## config.mk

```make
export PLATFORM = sky130hd
export DESIGN_NAME = half_adder_pipe
export DESIGN_NICKNAME = d
export VERILOG_FILES = /design/src/rtl/half_adder_pkg.sv /design/src/rtl/half_adder_cell.sv /design/src/rtl/half_adder_pipe.sv
export SDC_FILE = /design/constraint.sdc
export NUM_CORES = 1
export LEC_CHECK = 0
export CAP_MARGIN = 20
export CORE_ASPECT_RATIO = 0.5
export CORE_MARGIN = 4
export CORE_UTILIZATION = 30
export DETAILED_ROUTE_END_ITERATION = 8
export HOLD_SLACK_MARGIN = 0.06
export SLEW_MARGIN = 20
export SYNTH_ARGS = -nofsm -noshare
export SYNTH_HDL_FRONTEND = slang
export SYNTH_HIERARCHICAL = 1
export SYNTH_SLANG_ARGS = --single-unit
export TNS_END_PERCENT = 30
```

## constraint.sdc

```tcl
create_clock -name clk -period 1.7 [get_ports clk]
set_input_delay 0.51 -clock clk [delete_from_list [all_inputs] [get_ports clk]]
set_output_delay 0.51 -clock clk [all_outputs]
set_load 0.005 [all_outputs]
```

## src/rtl/half_adder_pkg.sv

```systemverilog
// ----------------------------------------------------------------------------
// half_adder_pkg
//   Shared constants and helpers for the half_adder_pipe slice.
//   - DEF_WIDTH / DEF_CNT_W : default lane count and statistics counter width.
//   - SAT_W                 : working width of the saturating helper. Counters
//                             up to SAT_W bits wide are supported.
//   - cnt_mask()            : all-ones value of a w-bit counter, in SAT_W bits.
//   - sat_inc()             : saturating add, evaluated one bit wider than
//                             SAT_W so the overflow can never wrap.
// ----------------------------------------------------------------------------
package half_adder_pkg;

   localparam int DEF_WIDTH = 1;
   localparam int DEF_CNT_W = 16;
   localparam int SAT_W     = 32;

   // Saturation limit of a w-bit counter. Written as a loop so that it also
   // works for w == SAT_W, where a (1 << w) - 1 expression would overflow.
   function automatic logic [SAT_W-1:0] cnt_mask(input int w);
      logic [SAT_W-1:0] m;
      m = '0;
      for (int i = 0; i < SAT_W; i++) begin
         if (i < w) m[i] = 1'b1;
      end
      return m;
   endfunction

   // cur + inc, clamped to max_val. The extra top bit of s catches the carry
   // out, so the result stays correct even when cur + inc passes 2^SAT_W.
   function automatic logic [SAT_W-1:0] sat_inc(
      input logic [SAT_W-1:0] cur,
      input logic [SAT_W-1:0] inc,
      input logic [SAT_W-1:0] max_val
   );
      logic [SAT_W:0] s;
      s = {1'b0, cur} + {1'b0, inc};
      if (s > {1'b0, max_val}) return max_val;
      return s[SAT_W-1:0];
   endfunction

endpackage

```

## src/rtl/half_adder_cell.sv

```systemverilog
// ----------------------------------------------------------------------------
// half_adder_cell
//   Single-lane combinational half adder.
//   Ports:
//     a, b   : operand bits
//     sum    : a XOR b
//     carry  : a AND b
// ----------------------------------------------------------------------------
module half_adder_cell (
   input  logic a,
   input  logic b,
   output logic sum,
   output logic carry
);

   assign sum   = a ^ b;
   assign carry = a & b;

endmodule

```

## src/rtl/half_adder_pipe.sv

```systemverilog
// ----------------------------------------------------------------------------
// half_adder_pipe
//   WIDTH independent 1-bit half adders behind a single registered stage with
//   valid/ready on both sides, plus saturating statistics counters.
//   Ports:
//     clk, rst_n            : clock (rising edge), async active-low reset
//     in_valid / in_ready   : operand handshake; in_ready = !out_valid || out_ready
//     a, b                  : WIDTH-bit operands, one bit per lane
//     out_valid / out_ready : result handshake
//     sum, carry            : registered per-lane XOR / AND
//     clear_stats           : synchronous clear of both counters (wins over
//                             a simultaneous accept)
//     pair_count            : accepted operand pairs, saturating
//     carry_count           : total carry bits produced, saturating
// ----------------------------------------------------------------------------
module half_adder_pipe
   import half_adder_pkg::*;
#(
   parameter int WIDTH = DEF_WIDTH,
   parameter int CNT_W = DEF_CNT_W
) (
   input  logic             clk,
   input  logic             rst_n,
   input  logic             in_valid,
   output logic             in_ready,
   input  logic [WIDTH-1:0] a,
   input  logic [WIDTH-1:0] b,
   output logic             out_valid,
   input  logic             out_ready,
   output logic [WIDTH-1:0] sum,
   output logic [WIDTH-1:0] carry,
   input  logic             clear_stats,
   output logic [CNT_W-1:0] pair_count,
   output logic [CNT_W-1:0] carry_count
);

   localparam int              STAGES  = 1;
   localparam logic [SAT_W-1:0] CNT_MAX = cnt_mask(CNT_W);

   // --------------------------------------------------------------------------
   // Lane array
   // --------------------------------------------------------------------------
   logic [WIDTH-1:0] sum_w;
   logic [WIDTH-1:0] carry_w;

   for (genvar i = 0; i < WIDTH; i++) begin : g_lane
      half_adder_cell u_cell (
         .a     (a[i]),
         .b     (b[i]),
         .sum   (sum_w[i]),
         .carry (carry_w[i])
      );
   end

   // --------------------------------------------------------------------------
   // Handshake
   // vld_pipe[0] is the accept strobe entering the stage, vld_pipe[STAGES]
   // the registered valid leaving it.
   // --------------------------------------------------------------------------
   logic [STAGES:0] vld_pipe;
   logic            vld_q;
   logic            acc;

   assign in_ready  = !vld_q || out_ready;
   assign acc       = in_valid && in_ready;
   assign vld_pipe  = {vld_q, acc};
   assign out_valid = vld_pipe[STAGES];

   // The stage advances whenever it may accept. If nothing is accepted at
   // that edge the stage is either empty already or just handed its result
   // downstream, so valid falls. During a stall in_ready is low and the
   // whole stage holds. Operand bits only reach the flops on an accept, so
   // X on a/b while in_valid is low never gets captured.
   always_ff @(posedge clk or negedge rst_n) begin
      if (!rst_n) begin
         vld_q <= 1'b0;
         sum   <= '0;
         carry <= '0;
      end else if (in_ready) begin
         vld_q <= vld_pipe[0];
         if (acc) begin
            sum   <= sum_w;
            carry <= carry_w;
         end
      end
   end

   // --------------------------------------------------------------------------
   // Statistics
   // --------------------------------------------------------------------------
   logic [SAT_W-1:0] carry_pop;

   always_comb begin
      carry_pop = '0;
      for (int i = 0; i < WIDTH; i++) begin
         carry_pop = carry_pop + SAT_W'(carry_w[i]);
      end
   end

   // Clear takes priority over counting a pair accepted at the same edge.
   always_ff @(posedge clk or negedge rst_n) begin
      if (!rst_n) begin
         pair_count  <= '0;
         carry_count <= '0;
      end else if (clear_stats) begin
         pair_count  <= '0;
         carry_count <= '0;
      end else if (acc) begin
         pair_count  <= CNT_W'(sat_inc(SAT_W'(pair_count), SAT_W'(1), CNT_MAX));
         carry_count <= CNT_W'(sat_inc(SAT_W'(carry_count), carry_pop, CNT_MAX));
      end
   end

endmodule

```

==> metrics.csv <==
stage,metric,value,unit
die,die_area,7880,um^2
run_status,status,completed,
yosys,synthTopCellsByArea,"dfrtp_1 (45%), a211oi_1 (6.2%), a31oi_1 (4.5%)",
layout,layout-drive-gt1-share,34.4,%
sta,setup_tns,0,ns
global_route,grt_pass1_wl,9.89,mm
worst_setup_path,crit_buf_inv,1,
yosys,ys_types,36,
die,start_util,31.5,%
sta,relSlewSlack,73.5,%
power,vdd_ir_drop_max,0.402,mV
clocking,clkTransAtPathRegs,0.05,ns
yosys,synth_top_flop_cell,dfrtp_1,
clocking,clock_latency,0.27,ns
sta,max_freq,613,MHz
power,p_per_area,622,nW/um^2
sta,fin_skew,0.00340,ns
global_route,grt_pass1_vias,2035,
layout,area_growth,57.9,%
layout,finalNetCount,293,
yosys,yosys_warnings,6,
yosys,synth.yosys.seq_area_share,45.2,%
placed_design,portBuffers,42,
worst_setup_path,crit_cells,1,
sta,worst_pin_slew,0.396,ns
route,routedWlPerCell,15.2,um
global_route,grt_start_max_net_pins,36,
worst_setup_path,crit_path_start,carry$_DFFE_PN0P_,
layout,n_antenna_cell,0,
sta,timing.final.crit_share,96.0,%
sta,rsz0062_at_grt,yes,
power,fin_total_pwr,1.90,mW
worst_setup_path,required,1.19,ns
yosys,netlist.area_leader.share,45.2,%
clocking,numCtsBuffers,5,
placed_design,place_congestion,0.890,
worst_setup_path,ff2ff_path_depth,7,
worst_setup_path,critPathMaxFanout,2,
yosys,yosysTopAreaCell,dfrtp_1,
worst_setup_path,cp_slowest_cell,clkdlybuf4s50_1,
worst_hold_path,whs_path_depth,2,
route,viasPerCell,5.23,
route,drc,0,
die,num_rows,20,
worst_setup_path,crit_chain,clkdlybuf4s50_1,
yosys,synth_edf_count,0,
power,power_leakage,1.51,nW
die,die_height,64.8,um
global_route,track_usage,15.5,%
placed_design,placed_cells,359,
job,cap_violations,0,
placed_design,hpwl,4.13,mm
worst_setup_path,crit_path_end_kind,output port,
yosys,syn_inst,193,
worst_setup_path,reg2reg_from,pair_count[1]$_DFFE_PN0P_,
layout,fillers,583,
route,dr.pass1.iters,4,
die,die_w,122,um
die,pin_count,43,
clocking,cts.htree.levels,2,
yosys,synth_area,1940,um^2
clocking,cts_tree,yes,
worst_setup_path,crit_type,reg -> out,
route,ant_nets,0,
clocking,cts-root-buf,clkbuf_16,
sta,hold_viol_final,0,
sta,drv_slew,0,
yosys,yosys_register_bits,35,
yosys,postSynthAreaPerCell,10.0,um^2
worst_hold_path,hold_class,reg -> reg,
global_route,grt-ovfl-total,0,
worst_hold_path,min_from,sum$_DFFE_PN0P_,
route,drt-initial-drc-count,143,
worst_setup_path,arrival,1.12,ns
route,vias,1936,
worst_setup_path,crit_path_max_incr_delay,0.50,ns
clocking,clk_path_buf_depth,2,
yosys,async_reset_ff_share,100,%
sta,finalSetupViolations,0,
worst_setup_path,start_kind,flip-flop,
die,core_area,6160,um^2
route,wirelength,5.62,mm
clocking,clock_sinks,35,
layout,stdcell_count,370,
global_route,antenna_found_initial,0,
sta,min_period,1.63,ns
yosys,synth_nets,205,
worst_setup_path,crit_family,buffers and inverters,
worst paths after layout:
path,to,slack [ns]
min in group asynchronous,carry_count[3]$_DFFE_PN0P_,0.61
worst max register to register,pair_count[8]$_DFFE_PN0P_,0.12
worst min register to register,sum$_DFFE_PN0P_,0.48
max in group asynchronous,pair_count[2]$_DFFE_PN0P_,0.89
worst min-delay path,sum$_DFFE_PN0P_,0.48
worst max-delay path,carry,0.07
layout make-up:
cell class,instances,area (um^2),area share [%]
multi-input combinational,144,1140,37.2
sequential,35,883,28.9
timing repair buffer,87,754,24.7
clock buffer,5,125,4.09
tap,88,110,3.60
inverter,8,32.5,1.06
clock inverter,3,15.0,0.491
state kept, by name, indices dropped and copies added (netlist names):
signal / count
pair_count: 16
out_valid: 1
sum: 1
carry_count: 16
carry: 1
routing by layer:
| metal | routed length [um] | GRT usage (%) | up-vias |
|---|---|---|---|
| li1 | - | - | 952 |
| met3 | 287 | 4.36 | 4 |
| met2 | 2820 | 26.3 | 30 |
| met4 | 38 | 3.63 | 0 |
| met5 | 0 | 0 | - |
| met1 | 2480 | 19.6 | 950 |
placed cells by master (no fill, tap or decap), drive strengths merged, types with 5 or more instances in the layout:
cell type and count:
inv 8, ha 5, clkdlybuf4s50 5, a211oi 16, a31oi 14, dlygate4sd2 28
nor2 10, dfrtp 35, nand3 7, a21oi 10, a311oi 9, buf 45
clkbuf 8, nor4 7, nand2 18, nor3 11, dlymetal6s2s 6, and4 5
and3 6, nand4 5
logic make-up (layout without fill, tap and decap cells):
logic type / after synthesis / after routing / share of synthesized area [%]
AO/OA/AOI/OAI: 60 / 60 / 21.9
adder cells (fa/ha/maj): 5 / 5 / 3.23
buffers and inverters: 14 / 103 / 2.78
AND/OR/NAND/NOR: 79 / 79 / 26.9
flip-flops: 35 / 35 / 45.2
where the power goes:
group          internal (mW)  leakage (nW)  switching (mW)
logic                 0.0845         0.961          0.0938
registers              0.849         0.471          0.0107
clock network          0.534        0.0733           0.331
total                   1.47          1.51           0.435
Yosys cell counts, drive strengths merged, types with 3 or more instances:
cell type,number
ha,5
clkbuf,5
and4,5
and2,3
and3,6
dfrtp,35
nor4,7
nor3,11
a31oi,14
a311oi,9
and4b,4
nand3,7
a41oi,4
o21ai,3
nand4,5
nor2,10
a21oi,10
nand2,18
a211oi,16
inv,8
per-stage QoR:
step           hold slack (ns)  util [%]  area (um^2)  setup WS (ns)
2_1_floorplan            0.214         -         1990         0.0122
3_3_place_gp             0.459      45.8         2820         -0.554
5_1_grt                  0.514      49.7         3060       -0.00854
6_report                 0.478      49.7         3060         0.0685
4_1_cts                  0.482      48.7         3000         -0.144
3_5_place_dp             0.469      45.8         2820         -0.611
timing repair:
item / in CTS / in global routing
setup endpoints to repair: 55 / 33
cloned: 1 / 0
hold buffers: 0 / 0
setup buffers: 0 / 2
gates resized for setup: 56 / 19
pin swaps: 11 / 4
(Power assumes the default switching activity.)
